`config.mk`:
```
export PLATFORM = sky130hd
export DESIGN_NAME = beat_detector
export DESIGN_NICKNAME = d
export VERILOG_FILES = /design/src/rtl/beat_detector.sv
export SDC_FILE = /design/constraint.sdc
export NUM_CORES = 1
export LEC_CHECK = 0
export ABC_AREA = 1
export CORE_MARGIN = 4
export CORE_UTILIZATION = 59
export DETAILED_ROUTE_END_ITERATION = 10
export PLACE_DENSITY = 0.85
export SLEW_MARGIN = 20
export SYNTH_ARGS = -nofsm -noshare
export SYNTH_HDL_FRONTEND = slang
export SYNTH_SLANG_ARGS = --single-unit
```
`constraint.sdc`:
```
create_clock -name clk -period 2.9 [get_ports clk]
set_input_delay 0.58 -clock clk [delete_from_list [all_inputs] [get_ports clk]]
set_output_delay 0.58 -clock clk [all_outputs]
set_load 0.005 [all_outputs]
```
`src/rtl/beat_detector.sv`:
```
// beat_detector: peak-based beat detection on a signed sample stream.
// A sample above threshold starts a peak search, the first falling sample
// declares a beat, then a refractory window plus re-arm hysteresis blocks
// double counting. Emits beat strobe, peak amplitude and beat interval.
module beat_detector #(
    parameter int unsigned Width          = 10,
    parameter int unsigned CntWidth       = 12,
    parameter int unsigned RefractSamples = 50
) (
    input  logic                       clk,
    input  logic                       rst,
    input  logic                       en,
    input  logic                       valid_in,
    input  logic signed [Width-1:0]    data_in,
    input  logic signed [Width-1:0]    thresh_in,
    output logic                       beat_pulse,
    output logic signed [Width-1:0]    peak_out,
    output logic        [CntWidth-1:0] interval_out,
    output logic                       interval_valid
);

    localparam logic [CntWidth-1:0] CntMax      = '1;
    localparam logic [CntWidth-1:0] RefractLoad = CntWidth'(RefractSamples);

    typedef enum logic [1:0] {
        ST_ARMED   = 2'd0,
        ST_RISING  = 2'd1,
        ST_REFRACT = 2'd2
    } state_e;

    state_e                     state_q, state_d;
    logic        [CntWidth-1:0] cnt_q, cnt_d;
    logic        [CntWidth-1:0] rcnt_q, rcnt_d;
    logic signed [Width-1:0]    peak_reg_q, peak_reg_d;
    logic                       have_prev_q, have_prev_d;
    logic                       beat_pulse_q, beat_pulse_d;
    logic signed [Width-1:0]    peak_out_q, peak_out_d;
    logic        [CntWidth-1:0] interval_out_q, interval_out_d;
    logic                       interval_valid_q, interval_valid_d;

    logic                       acc_c;
    logic                       beat_c;
    logic        [CntWidth-1:0] cnt_next_c;

    // Accept strobe and saturating sample count including the current sample
    always_comb begin
        acc_c      = en && valid_in;
        cnt_next_c = (cnt_q == CntMax) ? CntMax : cnt_q + CntWidth'(1);
    end

    // Next-state logic: detection FSM, counters and beat report
    always_comb begin
        state_d          = state_q;
        cnt_d            = cnt_q;
        rcnt_d           = rcnt_q;
        peak_reg_d       = peak_reg_q;
        have_prev_d      = have_prev_q;
        beat_pulse_d     = 1'b0;
        peak_out_d       = peak_out_q;
        interval_out_d   = interval_out_q;
        interval_valid_d = interval_valid_q;
        beat_c           = 1'b0;

        if (acc_c) begin
            cnt_d = cnt_next_c;
            unique case (state_q)
                ST_ARMED: begin
                    if (data_in > thresh_in) begin
                        state_d    = ST_RISING;
                        peak_reg_d = data_in;
                    end
                end
                ST_RISING: begin
                    // Plateaus keep searching; only a strictly lower sample ends the peak
                    if (data_in >= peak_reg_q) begin
                        peak_reg_d = data_in;
                    end else begin
                        beat_c  = 1'b1;
                        state_d = ST_REFRACT;
                        rcnt_d  = RefractLoad;
                    end
                end
                ST_REFRACT: begin
                    // Window expires first, then the signal must fall to threshold to re-arm
                    if (rcnt_q != '0) begin
                        rcnt_d = rcnt_q - CntWidth'(1);
                    end else if (data_in <= thresh_in) begin
                        state_d = ST_ARMED;
                    end
                end
                default: begin
                    state_d = ST_ARMED;
                end
            endcase

            if (beat_c) begin
                cnt_d            = '0;
                have_prev_d      = 1'b1;
                beat_pulse_d     = 1'b1;
                peak_out_d       = peak_reg_q;
                interval_out_d   = cnt_next_c;
                interval_valid_d = have_prev_q && (cnt_next_c != CntMax);
            end
        end
    end

    // State and output registers with synchronous reset
    always_ff @(posedge clk) begin
        if (rst) begin
            state_q          <= ST_ARMED;
            cnt_q            <= '0;
            rcnt_q           <= '0;
            peak_reg_q       <= '0;
            have_prev_q      <= 1'b0;
            beat_pulse_q     <= 1'b0;
            peak_out_q       <= '0;
            interval_out_q   <= '0;
            interval_valid_q <= 1'b0;
        end else begin
            state_q          <= state_d;
            cnt_q            <= cnt_d;
            rcnt_q           <= rcnt_d;
            peak_reg_q       <= peak_reg_d;
            have_prev_q      <= have_prev_d;
            beat_pulse_q     <= beat_pulse_d;
            peak_out_q       <= peak_out_d;
            interval_out_q   <= interval_out_d;
            interval_valid_q <= interval_valid_d;
        end
    end

    assign beat_pulse     = beat_pulse_q;
    assign peak_out       = peak_out_q;
    assign interval_out   = interval_out_q;
    assign interval_valid = interval_valid_q;

endmodule

```
; ---- Word-level counts from Yosys, hierarchy flattened
; Index checks and enable logic that the tools add are counted.
[totals]
register_bits = 61
wordCells = 53
[classes]
n_addsub = 2
bitwise_logic = 1
muxes = 17
n_reduce_logical = 11
n_eq_ne = 10
order_cmp = 3
[ops]
columns = op, count
row1 = $mux W12, 4
row2 = $pmux W12 S2, 1
row3 = $mux W10, 2
row4 = $pmux W10 S2, 1
row5 = $add A12 B1 Y12 const B, 1
row6 = $eq A12 B12 Y1 const B, 1
row7 = $ne A12 B12 Y1 const B, 1
row8 = $ne A2 B2 Y1 const B, 6
row9 = $reduce_bool A12 Y1, 1
row10 = $sub A12 B1 Y12 const B, 1
row11 = $ge A10 B10 Y1, 1
row12 = $gt A10 B10 Y1, 1
row13 = $le A10 B10 Y1, 1
row14 = $mux W2, 4
row15 = $reduce_and A4 Y1, 2
row16 = $pmux W2 S3, 1
row17 = $reduce_and A5 Y1, 1
row18 = $mux W1, 4
row19 = $reduce_bool A2 Y1, 2
row20 = $eq A2 B1 Y1 const B, 1
row21 = $eq A2 B2 Y1 const B, 1
row22 = $logic_and A1 B1 Y1, 2
row23 = $logic_not A2 Y1, 1
row24 = $reduce_and A2 Y1, 1
row25 = 2 further kinds, 2

; ---- Longest topological paths before layout
; Gate-level depths: netlist of the first run.
[depth]
depth_word = 5
ltp_mapped = 17
ltp_nobuf = 17

; ---- Worst setup path before layout of the first run
; Ideal clock, no wire load.
[synth_path]
path_type = input -> register
start = input data_in[9]
end = register peak_out_q[0] (netlist: peak_out[0])
t_required_ps = 2784
cell_stages = 11
path_slack_ps = 745
n_path_buf = 1
arrival_ps = 2039
setup_ps = 116
path_cell_list = ha_1 a21o_1 nor2_1 nand3_1 nand2_2 nand4_4 nor2_8 inv_2 buf_6 nor2_1 nor2_1
[synth_between]
elab_chain_cells = 5
[synth_rtl]
columns = item, line
row1 = from (decl), 14  ; input logic signed [Width-1:0] data_in,
row2 = $ge A10 B10 Y1, 75  ; if (data_in >= peak_reg_q) begin
row3 = $mux W1, 75
row4 = $mux W1, 66  ; unique case (state_q)
row5 = $mux W1, 64  ; if (acc_c) begin
row6 = $reduce_and A2 Y1 (no line), -
row7 = to (signal assigned), 126  ; peak_out_q <= peak_out_d;
row8 = to (decl), 37  ; logic signed [Width-1:0] peak_out_q, peak_out_d;
; Every way passes these cells. The select of a mux whose other input is x is not followed.
; A chain may end at the register's enable or synchronous reset.

; ---- Final worst setup path of the first run
[layout_path]
start = input thresh_in[9]
end = register peak_reg_q[3]
[layout_between]
elab_chain_cells = 3
[layout_rtl]
columns = item, line
row1 = from (decl), 15  ; input logic signed [Width-1:0] thresh_in,
row2 = $gt A10 B10 Y1, 68  ; if (data_in > thresh_in) begin
row3 = $ne A2 B2 Y1 (no line), -
row4 = $reduce_and A4 Y1 (no line), -
row5 = to (signal assigned), 123  ; peak_reg_q <= peak_reg_d;
row6 = to (decl), 34  ; logic signed [Width-1:0] peak_reg_q, peak_reg_d;
; Every way passes these cells.

==> impl_metrics.yaml, run 1 <==
clocking:
  clk_latency_ns: 0.34
  post_cts_buffers: 0
  clk_pin_slew_ns: 0.06
  cts_made_buffers: 9
  htreeDepth: 3
  postCtsHoldBufs: 0
  clock_path_buffers: 2
  cts_tree: "done"
  cts.sinks: 61
  cts_root_buffer: "clkbuf_8"
  cts_resized: 0
pwr:
  p_per_area_mw_per_mm2: 453
  ir_drop_mv: 0.411
  p_leak_uw: 0.00186
setup_path:
  reg2reg_to: "rcnt_q[7]$_SDFFE_PP0P_"
  criticalPathCategory: "in2reg"
  critPathLaunch: "thresh_in[9]"
  r2r-start: "peak_reg_q[9]$_SDFFE_PP0P_"
  endpoint_kind: "flop"
  crit_required_ns: 3.17
  reg2reg_slack_ns: 0.62
  reg2reg_depth: 11
  cp-endpoint: "peak_reg_q[3]$_SDFFE_PP0P_"
  crit_arrival_ns: 2.93
  crit_fanout: 10
  start_kind: "input port"
detailed_routing:
  routed-via-count: 3438
  antenna_left: 0
  drc_errors: 0
  via_per_inst: 5.41
  wirelength_mm: 8.47
  wire_per_inst_um: 13.3
  drtIter0Drc: 187
  dr.pass1.iters: 4
placement:
  dp_cells: 620
  place.port_buffers: 47
  gp_congestion: 0.876
  dp_hpwl_mm: 6.17
synth:
  synth_top_area_share_pct: 35.0
  synthTopCellsByCount: "nand2_1, inv_1, dfxtp_1, nor2_1, a21oi_1"
  netlist_area_mm2: 0.00348
  synth-edff-count: 0
  synth_most_common_cell: "nand2_1"
  ys_warn_count: 0
  syn_nets: 553
  synth_cell_type_count: 36
  synth_cells: 507
  ys_seq_area_share_pct: 35.0
  ys_async_sr_fraction_pct: 0
  syn_area_per_cell_um2: 6.87
  ys_seq_elements: 61
  ys.flop_type: "dfxtp_1"
  yosysTopAreaCell: "dfxtp_1"
  ys_top_cells_by_area: "dfxtp_1, nand2_1, ha_1"
sta:
  hold_violations: 0
  fin_skew_ns: 0.00545
  rsz0062_at_grt: "false"
  worst_pin_slew_ns: 0.472
  setup_tns_ns: 0
  fin_crit_ns: 2.66
  setup_viol: 0
  slew_headroom_pct: 68.5
  fin_crit_sh_pct: 91.8
  timing.final.max_slew_violations: 0
  clock.fmax_mhz: 376
job:
  maxCapViolCount: 0
die:
  start_util_pct: 62.1
  num_rows: 27
  core_area_mm2: 0.00561
  die_x_um: 84.9
  design.die.area_mm2: 0.00720
  die_h_um: 84.9
  ios: 48
global_routing:
  grt_pass1_wl_mm: 14.8
  grt_use_total_pct: 24.9
  antenna_found_initial: 0
  grt_max_degree: 29
  gr-total-overflow: 0
  first_global_vias: 3363
final_layout:
  drive_above_1_share_pct: 8.33
  num_antenna_cells: 0
  fillers: 461
  finalNonFillerCells: 636
  multi_input_area_mm2: 0.00191
  seqCellArea_mm2: 0.00122
  fin_nets: 605
  area_delta_synth_final_pct: 20.7
worst_hold_path:
  holdPathStages: 2
  hold_class: "reg2reg"
  min_from: "interval_out[8]$_SDFFE_PP0P_"
run_status:
  status: "complete, no violations"
[critical path, cell delays in order]
cell,delay (ns)
clkdlybuf4s50_1,0.45
inv_1,0.04
ha_1,0.32
nand2_1,0.09
nor2_1,0.18
nand3_1,0.12
nand4_1,0.14
nand3_1,0.11
nand2_1,0.08
inv_1,0.06
nor2_1,0.13
and2_1,0.43
nor2_1,0.07
nor2_1,0.12
[cells by family after synthesis]
kind of cell,share of synthesized area (%)
buffers and inverters,10.2
AOI/OAI and AO/OA,12.1
DFF,35.0
adders and majority gates,7.90
xor gates and xnor gates,0.754
and+or+nand+nor,34.0
[registers in the layout, indices dropped and copies added (netlist names)]
signal,count
peak_out,10
interval_out,12
cnt_q,12
rcnt_q,12
interval_valid,1
have_prev_q,1
beat_pulse,1
peak_reg_q,10
state_q,2
[how the worst min path moves through the flow]
stage | to | slack, ns
3_3_place_gp | peak_reg_q[9]$_SDFFE_PP0P_ | 0.45
2_1_floorplan | peak_reg_q[1]$_SDFFE_PP0P_ | 0.44
6_report | interval_out[8]$_SDFFE_PP0P_ | 0.48
5_1_grt | peak_reg_q[5]$_SDFFE_PP0P_ | 0.49
4_1_cts | interval_out[11]$_SDFFE_PP0P_ | 0.47
3_5_place_dp | have_prev_q$_SDFFE_PP0P_ | 0.46
[power breakdown]
part	internal (uW)	switching [uW]
registers	866	18.0
clock network	356	326
logic	138	203
total	1360	547
[routing by layer]
| layer | wire length [um] | GRT usage (%) | share of wire [%] | up-vias |
|---|---|---|---|---|
| met5 | 0 | 0 | 0 | - |
| met4 | 132 | 9.50 | 1.6 | 0 |
| met3 | 452 | 5.05 | 5.3 | 18 |
| met2 | 4190 | 41.7 | 49 | 106 |
| met1 | 3700 | 31.7 | 44 | 1564 |
| li1 | - | - | - | 1750 |
[area by class of cell]
cell class                 count  area share, %
clock buffer                  13           3.78
clock inverter                 3          0.476
inverter                      66           5.89
multi-input combinational    362           45.4
sequential                    61           29.0
tap                           72           2.14
timing repair buffer          59           13.3
[through the flow]
step,hold slack [ns],area [um^2],total power (uW),setup slack [ns],util (%)
2_1_floorplan,0.439,3480,1130,0.745,-
3_3_place_gp,0.449,4030,1220,0.0193,71.8
3_5_place_dp,0.460,4030,1240,-0.0634,71.8
4_1_cts,0.474,4210,1920,0.261,75.0
5_1_grt,0.490,4210,2000,0.0243,75.0
6_report,0.476,4210,1910,0.238,75.0
[layout by cell type (no fill, tap or decap), types with 2 or more instances in the layout]
cell type | synthesis | final
nand2_2 | 4 | 4
nor2_1 | 56 | 56
xor2_1 | 2 | 2
nand2_1 | 116 | 116
nand3_1 | 43 | 43
clkdlybuf4s50_1 | 0 | 47
ha_1 | 22 | 22
nor3_2 | 2 | 2
inv_1 | 62 | 62
buf_4 | 1 | 12
inv_2 | 3 | 3
a21oi_2 | 2 | 2
clkbuf_8 | 0 | 11
clkinvlp_4 | 0 | 2
nand4_1 | 9 | 9
o21ai_0 | 22 | 22
dfxtp_1 | 61 | 61
nand3b_1 | 9 | 9
a21oi_1 | 47 | 47
o21ai_1 | 7 | 7
nor3_1 | 5 | 5
clkbuf_1 | 7 | 2
nand3_2 | 4 | 4
No activity file was read; power rests on OpenSTA's default activity.
==> run 2, diff against run 1 <==
CORE_UTILIZATION = 30   (was 59)
PLACE_DENSITY = unset   (was 0.85)
==> run 2 against run 1 <==
Final cell count rose by 11%; global-route usage fell by 11 points; fmax is 1.6% higher; worst hold slack got worse by 0.0074 ns; final area up 6.1%; via count is 1.6% lower; core utilization is 36 points lower; critical path depth down 1; largest power group is now the clock network; clock skew rose by 0.0022 ns; critical path type unchanged; clock power increased by 80%; wire length up 4.7%; highest routed layer unchanged.
==> impl_metrics.yaml, run 2 (synthesis gave the netlist of run 1 again) <==
run_status:
  status: "complete, no violations"
setup_path:
  crit_chain: "clkdlybuf4s50_1 -> ha_1 -> nand2_1 -> nor2_1 -> nand3_1 -> nand4_1 -> nand3_1 -> nand2_1 -> inv_1 -> nor2_1 -> and2_1 -> nor2_1 -> nor2_1"
  cpLargestDelayFamily: "simple AND/OR/NAND/NOR gates"
  reg2reg_to: "interval_valid$_SDFFE_PP0P_"
  criticalPathCategory: "in2reg"
  reg2reg_depth: 10
  r2r-start: "cnt_q[0]$_SDFFE_PP0P_"
  start_kind: "input port"
  reg2reg_slack_ns: 0.60
  critPathSlowestCell: "clkdlybuf4s50_1"
  worst_path_most_repeated_cell: "nor2_1"
  worst-path-buf-inv: 2
  crit_fanout: 10
  crit_arrival_ns: 2.89
  endpoint_kind: "flop"
  crit_required_ns: 3.17
  crit_path_max_incr_delay_ns: 0.47
pwr:
  p_per_area_mw_per_mm2: 551
  seq_power_share_pct: 36.0
  ir_drop_mv: 0.289
  swShare_pct: 24.9
  p_switching_uw: 613
  p_leak_uw: 0.00194
  clkPwrFrac_pct: 50.1
  combPwrFrac_pct: 14.0
  p_int_uw: 1840
sta:
  setup_tns_ns: 0
  hold_violations: 0
  worst_pin_slew_ns: 0.455
  slew_headroom_pct: 69.3
  fin_crit_sh_pct: 90.3
  setup_viol: 0
  fin_crit_ns: 2.62
  fin_skew_ns: 0.00769
  timing.final.max_slew_violations: 0
  hold_slack_ns: 0.468
  rsz0062_at_grt: "false"
  fin_ws_ns: 0.281
  clock.fmax_mhz: 382
global_routing:
  grt_pass1_wl_mm: 14.7
  gr-total-overflow: 0
  first_global_vias: 3275
  grt_max_degree: 27
  antenna_found_initial: 0
  grt_use_total_pct: 13.8
detailed_routing:
  wl_met3_um: 385
  wire_per_inst_um: 12.5
  antenna_left: 0
  top_layer: "met4"
  met2_length_mm: 4.28
  drc_errors: 0
  drtIter0Drc: 177
  wl_met1_mm: 4.01
  wirelength_mm: 8.87
  via_per_inst: 4.78
  dr.pass1.iters: 5
  routed-via-count: 3383
final_layout:
  multi_input_area_mm2: 0.00191
  num_antenna_cells: 0
  fillers: 1169
  seqCellArea_mm2: 0.00122
  drive_above_1_share_pct: 8.67
  area_delta_synth_final_pct: 28.1
  fin_nets: 606
  fin_util_pct: 39.3
  layout_common_cells: "nand2_1, inv_1, dfxtp_1, nor2_1"
  final_common_cell: "nand2_1"
clocking:
  cts_resized: 0
  postCtsHoldBufs: 0
  cts.sinks: 61
  post_cts_buffers: 0
  clk_pin_slew_ns: 0.06
  htreeDepth: 3
  cts_made_buffers: 9
  clk_latency_ns: 0.34
  cts_tree: "done"
  clock_path_buffers: 2
  cts_root_buffer: "clkbuf_16"
die:
  num_rows: 39
  die_h_um: 116
  core_area_mm2: 0.0114
  start_util_pct: 30.6
  design.die.area_mm2: 0.0134
  ios: 48
  die_x_um: 116
worst_hold_path:
  whs_endpoint: "interval_valid$_SDFFE_PP0P_"
  holdPathStages: 2
  min_from: "have_prev_q$_SDFFE_PP0P_"
  hold_class: "reg2reg"
placement:
  gp_congestion: 0.900
  place.port_buffers: 47
  pre_cts_ws_ns: -0.0378
  dp_hpwl_mm: 6.60
job:
  maxCapViolCount: 0
==> run 2: stage by stage <==
stage / total power (uW) / instances / cell area [um^2]
2_1_floorplan: 1130 / 507 / 3480
3_3_place_gp: 1230 / 692 / 4120
3_5_place_dp: 1240 / 692 / 4120
4_1_cts: 2480 / 708 / 4460
5_1_grt: 2570 / 708 / 4460
6_report: 2460 / 708 / 4460
==> run 2: power groups by stage <==
stage	registers, uW	clock network (uW)	logic [uW]
floorplan	898	0	234
finish	884	1230	344
global placement	901	0	334
CTS	884	1250	344
detailed placement	901	0	342
global route	887	1290	392
==> run 2: cell type report <==
class / count / share of cell area, %
Clock buffer: 10 / 5.13
Clock inverter: 6 / 2.49
Inverter: 66 / 5.55
Multi-Input combinational cell: 362 / 42.7
Sequential cell: 61 / 27.4
Tap cell: 143 / 4.01
Timing Repair Buffer: 60 / 12.7
==> run 2: worst min-delay path, delay by kind of cell, from the launching register on <==
kind               cells  cell delay (ns)
AOI/OAI and AO/OA      1             0.04
DFF                    1             0.32
and+or+nand+nor        1             0.07
==> run 2: routing by layer <==
metal	GRT usage [%]	vias up
met4	6.19	0
met1	16.3	1546
met2	23.3	77
li1	-	1747
met5	0	-
met3	3.76	13
==> run 2: worst max path at each step <==
| stage | start | end | cells after the start |
|---|---|---|---|
| CTS | data_in[9] | peak_reg_q[5]$_SDFFE_PP0P_ | 13 |
| finish | data_in[9] | peak_reg_q[5]$_SDFFE_PP0P_ | 13 |
| floorplan | data_in[9] | peak_out[0]$_SDFFE_PP0P_ | 11 |
| global route | thresh_in[9] | peak_reg_q[6]$_SDFFE_PP0P_ | 14 |
| detailed placement | thresh_in[9] | peak_reg_q[5]$_SDFFE_PP0P_ | 14 |
| global placement | data_in[9] | peak_reg_q[1]$_SDFFE_PP0P_ | 11 |
